===== src/rtl/harm_pkg.sv =====
// harm_pkg: shared frame, harmonic, CORDIC and width constants plus the sequencer state encoding
package harm_pkg;
   localparam int          N_SAMPLES  = 17;
   localparam int          NUM_HARM   = 3;
   localparam int          CORDIC_LAT = 16;
   localparam logic [31:0] PHASE_STEP = 32'h0F0F0F0F;
   localparam int          ACC_W      = 40;
   localparam int          HARM_W     = $clog2(NUM_HARM + 1);
   localparam int          CNT_W      = $clog2(N_SAMPLES);
   typedef enum logic [1:0] {IDLE, ISSUE, DRAIN, DUMP} state_t;
endpackage


===== src/rtl/harmonic_sequencer_if.sv =====
// harmonic_sequencer_if: sample stream, CORDIC request/return and result stream of the sequencer
//   master: sample source / CORDIC / result sink side; slave: the sequencer
interface harmonic_sequencer_if;
   import harm_pkg::*;
   logic                     sample_valid;
   logic                     sample_ready;
   logic signed [15:0]       sample_in;
   logic [31:0]              cordic_angle;
   logic                     cordic_issue;
   logic signed [16:0]       cordic_cos;
   logic signed [16:0]       cordic_sin;
   logic                     result_valid;
   logic [HARM_W-1:0]        result_harm;
   logic signed [ACC_W-1:0]  result_re;
   logic signed [ACC_W-1:0]  result_im;
   logic                     frame_done;
   logic                     busy;
   modport master (
      output sample_valid, sample_in, cordic_cos, cordic_sin,
      input  sample_ready, cordic_angle, cordic_issue, result_valid, result_harm,
             result_re, result_im, frame_done, busy
   );
   modport slave (
      input  sample_valid, sample_in, cordic_cos, cordic_sin,
      output sample_ready, cordic_angle, cordic_issue, result_valid, result_harm,
             result_re, result_im, frame_done, busy
   );
endinterface


===== src/rtl/harm_tag_pipe.sv =====
// harm_tag_pipe: CORDIC_LAT-deep shift register of {valid, harm, sample} that tracks CORDIC requests in flight
//   clk, reset (async active-low), flush (sync, drops all valid tags)
//   in_*: tag of the request issued this cycle; out_*: tag matching the CORDIC result arriving this cycle
//   pending: a valid tag still sits in any stage before the output
module harm_tag_pipe
   import harm_pkg::*;
(
   input  logic              clk,
   input  logic              reset,
   input  logic              flush,
   input  logic              in_valid,
   input  logic [HARM_W-1:0] in_harm,
   input  logic signed [15:0] in_sample,
   output logic              out_valid,
   output logic [HARM_W-1:0] out_harm,
   output logic signed [15:0] out_sample,
   output logic              pending
);
   logic [CORDIC_LAT-1:0] v;
   logic [HARM_W-1:0]     h [CORDIC_LAT];
   logic signed [15:0]    s [CORDIC_LAT];
   always_ff @(posedge clk or negedge reset) begin
      if (!reset) begin
         v <= '0;
         for (int i = 0; i < CORDIC_LAT; i++) begin
            h[i] <= '0;
            s[i] <= '0;
         end
      end else begin
         v    <= flush ? '0 : {v[CORDIC_LAT-2:0], in_valid};
         h[0] <= in_harm;
         s[0] <= in_sample;
         for (int i = 1; i < CORDIC_LAT; i++) begin
            h[i] <= h[i-1];
            s[i] <= s[i-1];
         end
      end
   end
   assign out_valid  = v[CORDIC_LAT-1];
   assign out_harm   = h[CORDIC_LAT-1];
   assign out_sample = s[CORDIC_LAT-1];
   // The tag at the output is consumed this cycle, so only earlier stages keep the pipe busy.
   assign pending    = |v[CORDIC_LAT-2:0];
endmodule


===== src/rtl/harmonic_sequencer.sv =====
// harmonic_sequencer: shares one fixed-latency CORDIC across NUM_HARM harmonics, accumulates sample*cos/sin per harmonic over a frame, then streams the sums
//   clk, reset (async active-low), clear (sync frame abort, highest priority)
//   bus (slave): sample_valid/ready/in, cordic_angle/issue out, cordic_cos/sin back,
//                result_valid/harm/re/im, frame_done, busy
module harmonic_sequencer
   import harm_pkg::*;
(
   input  logic                clk,
   input  logic                reset,
   input  logic                clear,
   harmonic_sequencer_if.slave bus
);
   state_t                  state;
   logic signed [15:0]      sample;
   logic [HARM_W-1:0]       k;
   logic [HARM_W-1:0]       nxt_harm;
   logic [CNT_W-1:0]        cnt;
   logic [31:0]             base;
   logic signed [ACC_W-1:0] acc_re [1:NUM_HARM];
   logic signed [ACC_W-1:0] acc_im [1:NUM_HARM];
   logic                    pipe_valid;
   logic [HARM_W-1:0]       pipe_harm;
   logic signed [15:0]      pipe_sample;
   logic                    pending;
   logic signed [32:0]      prod_re;
   logic signed [32:0]      prod_im;
   harm_tag_pipe u_pipe (
      .clk        (clk),
      .reset      (reset),
      .flush      (clear),
      .in_valid   (bus.cordic_issue),
      .in_harm    (k),
      .in_sample  (sample),
      .out_valid  (pipe_valid),
      .out_harm   (pipe_harm),
      .out_sample (pipe_sample),
      .pending    (pending)
   );
   assign prod_re          = 33'(pipe_sample) * 33'(bus.cordic_cos);
   assign prod_im          = 33'(pipe_sample) * 33'(bus.cordic_sin);
   assign nxt_harm         = bus.result_harm + 1'b1;
   assign bus.sample_ready = (state == IDLE) && !clear;
   assign bus.busy         = state != IDLE;
   always_ff @(posedge clk or negedge reset) begin
      if (!reset) begin
         state            <= IDLE;
         sample           <= '0;
         k                <= '0;
         cnt              <= '0;
         base             <= '0;
         bus.cordic_issue <= 1'b0;
         bus.cordic_angle <= '0;
         bus.result_valid <= 1'b0;
         bus.result_harm  <= '0;
         bus.result_re    <= '0;
         bus.result_im    <= '0;
         bus.frame_done   <= 1'b0;
         for (int i = 1; i <= NUM_HARM; i++) begin
            acc_re[i] <= '0;
            acc_im[i] <= '0;
         end
      end else if (clear) begin
         state            <= IDLE;
         k                <= '0;
         cnt              <= '0;
         base             <= '0;
         bus.cordic_issue <= 1'b0;
         bus.result_valid <= 1'b0;
         bus.frame_done   <= 1'b0;
         for (int i = 1; i <= NUM_HARM; i++) begin
            acc_re[i] <= '0;
            acc_im[i] <= '0;
         end
      end else begin
         if (pipe_valid) begin
            acc_re[pipe_harm] <= acc_re[pipe_harm] + ACC_W'(prod_re);
            acc_im[pipe_harm] <= acc_im[pipe_harm] + ACC_W'(prod_im);
         end
         case (state)
            IDLE:
               if (bus.sample_valid) begin
                  sample           <= bus.sample_in;
                  state            <= ISSUE;
                  k                <= HARM_W'(1);
                  bus.cordic_issue <= 1'b1;
                  bus.cordic_angle <= base;
               end
            // k*base_phase is built by repeated addition; the 32-bit wrap gives the mod 2^32 for free.
            ISSUE:
               if (k == HARM_W'(NUM_HARM)) begin
                  state            <= DRAIN;
                  k                <= '0;
                  bus.cordic_issue <= 1'b0;
               end else begin
                  k                <= k + 1'b1;
                  bus.cordic_angle <= bus.cordic_angle + base;
               end
            DRAIN:
               if (!pending) begin
                  if (cnt < CNT_W'(N_SAMPLES - 1)) begin
                     cnt   <= cnt + 1'b1;
                     base  <= base + PHASE_STEP;
                     state <= IDLE;
                  end else begin
                     // Harmonic 1 finished accumulating long ago; later harmonics settle before their dump slot.
                     state            <= DUMP;
                     bus.result_valid <= 1'b1;
                     bus.result_harm  <= HARM_W'(1);
                     bus.result_re    <= acc_re[1];
                     bus.result_im    <= acc_im[1];
                     bus.frame_done   <= NUM_HARM == 1;
                  end
               end
            DUMP:
               if (bus.result_harm == HARM_W'(NUM_HARM)) begin
                  state            <= IDLE;
                  cnt              <= '0;
                  base             <= '0;
                  bus.result_valid <= 1'b0;
                  bus.frame_done   <= 1'b0;
                  for (int i = 1; i <= NUM_HARM; i++) begin
                     acc_re[i] <= '0;
                     acc_im[i] <= '0;
                  end
               end else begin
                  bus.result_harm <= nxt_harm;
                  bus.result_re   <= acc_re[nxt_harm];
                  bus.result_im   <= acc_im[nxt_harm];
                  bus.frame_done  <= nxt_harm == HARM_W'(NUM_HARM);
               end
         endcase
      end
   end
endmodule


===== src/flat_wrapper.sv =====
// flat-port wrapper written by rule: the top's interface ports become plain ports
module harmonic_sequencer_flat import harm_pkg::*;
  (clk, reset, clear, bus_sample_valid, bus_sample_in, bus_cordic_cos, bus_cordic_sin, bus_sample_ready, bus_cordic_angle, bus_cordic_issue, bus_result_valid, bus_result_harm, bus_result_re, bus_result_im, bus_frame_done, bus_busy);
  harmonic_sequencer_if bus_i ();
  input  logic clk;
  input  logic reset;
  input  logic clear;
  input wire logic [$bits(bus_i.sample_valid)-1:0] bus_sample_valid;
  input wire logic [$bits(bus_i.sample_in)-1:0] bus_sample_in;
  input wire logic [$bits(bus_i.cordic_cos)-1:0] bus_cordic_cos;
  input wire logic [$bits(bus_i.cordic_sin)-1:0] bus_cordic_sin;
  output wire logic [$bits(bus_i.sample_ready)-1:0] bus_sample_ready;
  output wire logic [$bits(bus_i.cordic_angle)-1:0] bus_cordic_angle;
  output wire logic [$bits(bus_i.cordic_issue)-1:0] bus_cordic_issue;
  output wire logic [$bits(bus_i.result_valid)-1:0] bus_result_valid;
  output wire logic [$bits(bus_i.result_harm)-1:0] bus_result_harm;
  output wire logic [$bits(bus_i.result_re)-1:0] bus_result_re;
  output wire logic [$bits(bus_i.result_im)-1:0] bus_result_im;
  output wire logic [$bits(bus_i.frame_done)-1:0] bus_frame_done;
  output wire logic [$bits(bus_i.busy)-1:0] bus_busy;
  assign bus_i.sample_valid = bus_sample_valid;
  assign bus_i.sample_in = bus_sample_in;
  assign bus_i.cordic_cos = bus_cordic_cos;
  assign bus_i.cordic_sin = bus_cordic_sin;
  assign bus_sample_ready = bus_i.sample_ready;
  assign bus_cordic_angle = bus_i.cordic_angle;
  assign bus_cordic_issue = bus_i.cordic_issue;
  assign bus_result_valid = bus_i.result_valid;
  assign bus_result_harm = bus_i.result_harm;
  assign bus_result_re = bus_i.result_re;
  assign bus_result_im = bus_i.result_im;
  assign bus_frame_done = bus_i.frame_done;
  assign bus_busy = bus_i.busy;
  harmonic_sequencer u_core (.clk(clk), .reset(reset), .clear(clear), .bus(bus_i));
endmodule

===== config.mk =====
export PLATFORM = sky130hd
export DESIGN_NAME = harmonic_sequencer_flat
export DESIGN_NICKNAME = d
export VERILOG_FILES = /design/src/rtl/harm_pkg.sv /design/src/rtl/harmonic_sequencer_if.sv /design/src/rtl/harm_tag_pipe.sv /design/src/rtl/harmonic_sequencer.sv /design/src/flat_wrapper.sv
export SDC_FILE = /design/constraint.sdc
export NUM_CORES = 2
export LEC_CHECK = 0
export CAP_MARGIN = 20
export CORE_UTILIZATION = 30
export CTS_BUF_LIST = sky130_fd_sc_hd__clkbuf_8 sky130_fd_sc_hd__clkbuf_16
export CTS_CLUSTER_DIAMETER = 200
export DETAILED_ROUTE_END_ITERATION = 8
export PLACE_DENSITY = 0.5
export SLEW_MARGIN = 20
export SYNTH_ARGS = -nofsm -noshare
export SYNTH_HDL_FRONTEND = slang
export SYNTH_HIERARCHICAL = 1
export SYNTH_SLANG_ARGS = --single-unit

===== constraint.sdc =====
create_clock -name clk -period 9.2 [get_ports clk]
set_input_delay 1.84 -clock clk [delete_from_list [all_inputs] [get_ports clk]]
set_output_delay 1.84 -clock clk [all_outputs]
set_load 0.02 [all_outputs]

Word level (Yosys, flattened, before mapping)
Index checks and enable logic that the tools add are counted.
{ "word_totals": {"regBits": 718, "out_inout_bits": 119, "wordCells": 177} }
{ "op_classes": {"add_sub_neg": 7, "mul": 2, "magnitude_cmp": 4, "n_eq_ne": 17, "n_mux": 74, "bitwise_logic": 3, "n_reduce_logical": 19} }
{ "ops": {"columns": ["op", "n"], "rows": [
  ["120-bit two-way mux", 8],
  ["40-bit two-way mux", 15],
  ["40-bit binary-select mux with 2-bit select", 4],
  ["120-bit bitwise mux", 2],
  ["32-bit two-way mux", 6],
  ["40-bit one-hot mux with 2 select lines", 2],
  ["32-bit one-hot mux with 2 select lines", 2],
  ["40-bit by 33-bit adder with 40-bit output", 2],
  ["40-bit demux with 2-bit select", 1],
  ["16-bit by 17-bit multiplier with 33-bit output", 2],
  ["32-bit by 28-bit adder with 32-bit output (second input constant)", 1],
  ["32-bit adder", 1],
  ["2-bit two-way mux", 11],
  ["5-bit two-way mux", 4],
  ["16-bit two-way mux", 1],
  ["4-bit AND reduction", 4],
  ["15-bit OR reduction", 1],
  ["1-bit two-way mux", 11],
  ["2-bit == test (second input constant)", 5],
  ["2-bit inequality test (second input constant)", 5],
  ["5-bit one-hot mux with 2 select lines", 1],
  ["3-bit by 2-bit inequality test with 1-bit output (second input constant)", 3],
  ["3-bit inequality test (second input constant)", 3],
  ["3-bit AND reduction", 3],
  ["other kinds (18)", 28]
]} }

Longest topological paths before layout
{ "logic_depth": {"word_depth": 10, "depth_mapped": 26, "depth_no_buf": 23} }

Modules after synthesis
Netlist, hierarchy kept.
{ "modules_own_cells": {"columns": ["module", "n_inst", "cells_each", "area_each_um2", "seq_area_each_um2"], "rows": [
  ["harmonic_sequencer", 1, 5283, 46814.9, 10359.9],
  ["harm_tag_pipe", 1, 344, 7886.3, 7607.3]
]} }

Worst setup path before layout
No wires, ideal clock.
{ "synth_path": {"kind": "input port to flip-flop", "startpoint": "input port bus_cordic_cos[16]", "endpoint": "register u_core/acc_re[39] (netlist bit)", "setup_time_ns": 0.139, "arrival_time_ns": 8.100, "setup_slack_ns": 0.960, "path_stages": 22, "cell_sequence": "clkbuf_1 -> nand2_1 -> fa_1 -> inv_1 -> fa_1 -> fa_1 -> fa_1 -> fa_1 -> inv_1 -> fa_1 -> inv_1 -> ha_1 -> clkbuf_1 -> a21oi_1 -> o21ai_0 -> a32o_1 -> or4b_2 -> o211ai_1 -> o21ai_0 -> mux2i_1 -> nor4b_1 -> o21ai_0"} }
{ "synth_via": {"elab_chain_len": 7} }
{ "synth_lines": {"columns": ["element", "line_no", "text"], "rows": [
  ["start, declared", "flat_wrapper.sv:10", "input wire logic [$bits(bus_i.cordic_cos)-1:0] bus_cordic_cos;"],
  ["16-bit by 17-bit multiplier with 33-bit output *", "harmonic_sequencer.sv:39", "assign prod_re = 33'(pipe_sample) * 33'(bus.cordic_cos);"],
  ["40-bit by 33-bit adder with 40-bit output *", "harmonic_sequencer.sv:76", "acc_re[pipe_harm] <= acc_re[pipe_harm] + ACC_W'(prod_re);"],
  ["120-bit bitwise mux *", "harmonic_sequencer.sv:76", null],
  ["120-bit two-way mux *", "harmonic_sequencer.sv:75", "if (pipe_valid) begin"],
  ["120-bit two-way mux", "harmonic_sequencer.sv:115", "if (bus.result_harm == HARM_W'(NUM_HARM)) begin"],
  ["120-bit two-way mux *", "harmonic_sequencer.sv:79", "case (state)"],
  ["120-bit two-way mux *", "harmonic_sequencer.sv:62", "end else if (clear) begin"],
  ["end signal, assigned by index", "harmonic_sequencer.sv:76", null],
  ["end, declared", "harmonic_sequencer.sv:19", "logic signed [ACC_W-1:0] acc_re [1:NUM_HARM];"]
]} }
Mark *: on every way between the ends. The rest lies on a longest branch, timed or not.
A chain may end at the register's enable or synchronous reset.

Final worst setup path
{ "layout_path": {"startpoint": "input port bus_cordic_cos[16]", "endpoint": "register u_core/acc_re[79] (netlist bit)"} }
Same word-level chain as after synthesis.

==> summary.md <==
| Metric | Value |
|---|---|
| Mapped cell area | `0.05470 mm²` |
| Maxcap violations | `0` |
| Diode count | `0` |
| Clk sink count | `718` |
| Gpl congestion | `0.8468` |
| Fin Hold WS | `0.3297 ns` |
| Post-DP HPWL | `112,100 µm` |
| All-Layer GR Usage | `17.01%` |
| Commonest cells after routing, fill and taps aside | `nand2_1, inv_1, dfrtp_1` |
| Required @ worst endpoint | `9.72 ns` |
| R2R setup slack | `1.49 ns` |
| Via density | `4.801` |
| Worst Hold Class | `reg -> reg` |
| DRC viols | `0` |
| Drt pass-1 iters | `5` |
| Num rows | `156` |
| EDFF count, synth | `0` |
| Slew Limit Fails | `0` |
| Total global routing overflow | `0` |
| Setup CP Type | `in -> reg` |
| CTS Hold Bufs | `0` |
| #FFs+latches synth | `718` |
| CP Launch Type | `input port` |
| Tmin final | `8.506 ns` |
| Skew final | `0.02564 ns` |
| Worst-Margin Slew | `1.099 ns` |
| Area of the die | `0.1841 mm²` |
| Root buffer cell | `clkbuf_16` |
| Worst-path fanout max | `11` |
| Dominant cells by area after synthesis | `dfrtp_1, fa_1, nand2_1, ha_1, inv_1` |
| Status | `finished clean` |
| Yosys top cell area share | `32.85%` |
| Fillers | `18,290` |
| Syn Nets | `6,630` |
| CTS tree | `yes` |
| Clock Latency Late Sink | `0.69 ns` |
| Syn_area_per_cell | `9.721 µm²` |
| First-pass GRT wire length | `245,800 µm` |
| Worst-path clk slew | `0.06 ns` |
| Pin count of the biggest net entering global routing | `143` |
| RSZ-0062 raised after global routing | `false` |
| Initial antenna violation count | `2` |
| Input/output buffers | `172` |
| Iter 0 DRT Violations | `2,624` |
| Die width | `429.0 µm` |
| Layout area overhead | `13.94%` |
| Die Y | `429.0 µm` |
| Ports | `173` |
| Nature of the critical path endpoint | `flip-flop` |
| Max-slew headroom | `26.76%` |
| Max Fclk | `117.6 MHz` |
| Synth cell types | `81` |
| Total wire length | `153,900 µm` |
| H-tree Lvls | `3` |
| Synthesis Warnings | `6` |
| Sequential area share after synthesis | `32.85%` |
| Vias in the first global route | `41,100` |
| Ys flop type | `dfrtp_1` |
| Share of cells above drive strength 1 | `7.436%` |
| Routed vias | `39,150` |
| Routed Antenna Nets | `0` |
| Async set-reset flop share out of synthesis | `100.0%` |
| # setup viols final | `0` |
| Cell taking the most area after synthesis | `dfrtp_1` |
| Routed len/inst | `18.87 µm` |
| Post-synthesis cell count | `5,627` |
| Starting Density | `30.23%` |
| CTS max path bufs | `3` |
| Post-CTS Resized | `0` |
| CTS Buf Count | `83` |
| Fin crit share | `92.46%` |
| Most common cell after layout, fill and taps aside | `nand2_1` |
| Core area | `0.1809 mm²` |
| Post CTS Setup Buffer Count | `0` |
| Nets | `6,718` |
| Fin. Hold Viols | `0` |
| CP Data Arrival Time | `9.03 ns` |
critical path, stage by stage:
cell,delay (ns)
clkdlybuf4s50_1,0.57
buf_4,0.22
nand2_1,0.15
fa_1,0.67
inv_1,0.15
fa_1,0.48
fa_1,0.56
fa_1,0.43
fa_1,0.49
inv_1,0.05
fa_1,0.48
inv_1,0.04
ha_1,0.30
a21o_1,0.16
a21o_1,0.17
a32o_1,0.23
or4b_2,0.63
o211ai_1,0.33
o21ai_0,0.24
mux2i_1,0.17
nor4b_1,0.48
o21ai_0,0.17
per-layer routing:
metal / GRT usage [%] / wire, µm
met5: 0 / 21
met4: 3.837 / 2741
met3: 2.677 / 8139
met2: 26.56 / 69870
met1: 24.65 / 73110
worst paths after layout:
kind	startpoint	to	cells after the start
worst max-delay path	bus_cordic_cos[16]	u_core/acc_re[79]	22
worst min-delay path	u_core/u_pipe/s[24]	u_core/u_pipe/out_sample[8]	0
worst max register to register	u_core/u_pipe/out_sample[5]	u_core/acc_re[79]	20
worst min register to register	u_core/u_pipe/s[24]	u_core/u_pipe/out_sample[8]	0
max in group asynchronous	reset	u_core/u_pipe/s[199]	3
min in group asynchronous	reset	u_core/acc_im[4]	1
synth_stat cells, types with 35 or more instances:
cell and number:
nand2_1 933, inv_1 805, dfrtp_1 718, fa_1 683, o21ai_0 371, a21oi_1 292, ha_1 266, clkbuf_1 257
and2_1 250, nor2_1 184, nand3_1 99, mux2_2 96, a22o_1 75, xnor2_1 63, xor2_1 54, a21o_1 41
nor3_1 39, a211oi_1 35
kinds of logic after synthesis:
group / share of synthesized area, %
AOI/OAI and AO/OA: 10.51
xor gates and xnor gates: 1.873
buffers and inverters: 7.768
adders and majority gates: 31.08
and+or+nand+nor: 13.86
DFF: 32.85
muxes: 2.068
layout make-up:
cell class                 count  area (µm²)  area share [%]
multi-input combinational   3801       32590           52.28
sequential                   718       17980           28.85
inverter                     806        3025           4.854
tap                         2370        2965           4.758
timing repair buffer         305        2825           4.533
clock buffer                 102        2350           3.770
clock inverter                51       594.3          0.9535
flip-flops by register name (all words and copies together) (netlist names):
signal	cells
u_core/acc_im	120
u_core/acc_re	120
u_core/base	32
u_core/bus.cordic_angle	32
u_core/bus.cordic_issue	1
u_core/bus.frame_done	1
u_core/bus.result_harm	2
u_core/bus.result_im	40
u_core/bus.result_re	40
u_core/bus.result_valid	1
u_core/cnt	5
u_core/k	2
u_core/sample	16
u_core/state	2
u_core/u_pipe/h	30
u_core/u_pipe/out_harm	2
u_core/u_pipe/out_sample	16
u_core/u_pipe/s	240
u_core/u_pipe/v	16
stage by stage:
| stage | std cells | util (%) | worst slack, ns | instance area, µm² | setup TNS (ns) |
|---|---|---|---|---|---|
| floorplan | 5627 | - | 0.9601 | 54700 | 0 |
| global placement | 8000 | 32.82 | 0.06009 | 59380 | 0 |
| detailed placement | 8000 | 32.82 | -0.0004157 | 59380 | -0.0004157 |
| CTS | 8153 | 34.45 | 0.7402 | 62330 | 0 |
| global route | 8153 | 34.45 | 0.2416 | 62330 | 0 |
| finish | 8153 | 34.45 | 0.6941 | 62330 | 0 |
Power is not shown: default switching activity piles up to over one toggle a cycle in this logic, so the estimate is an artifact.
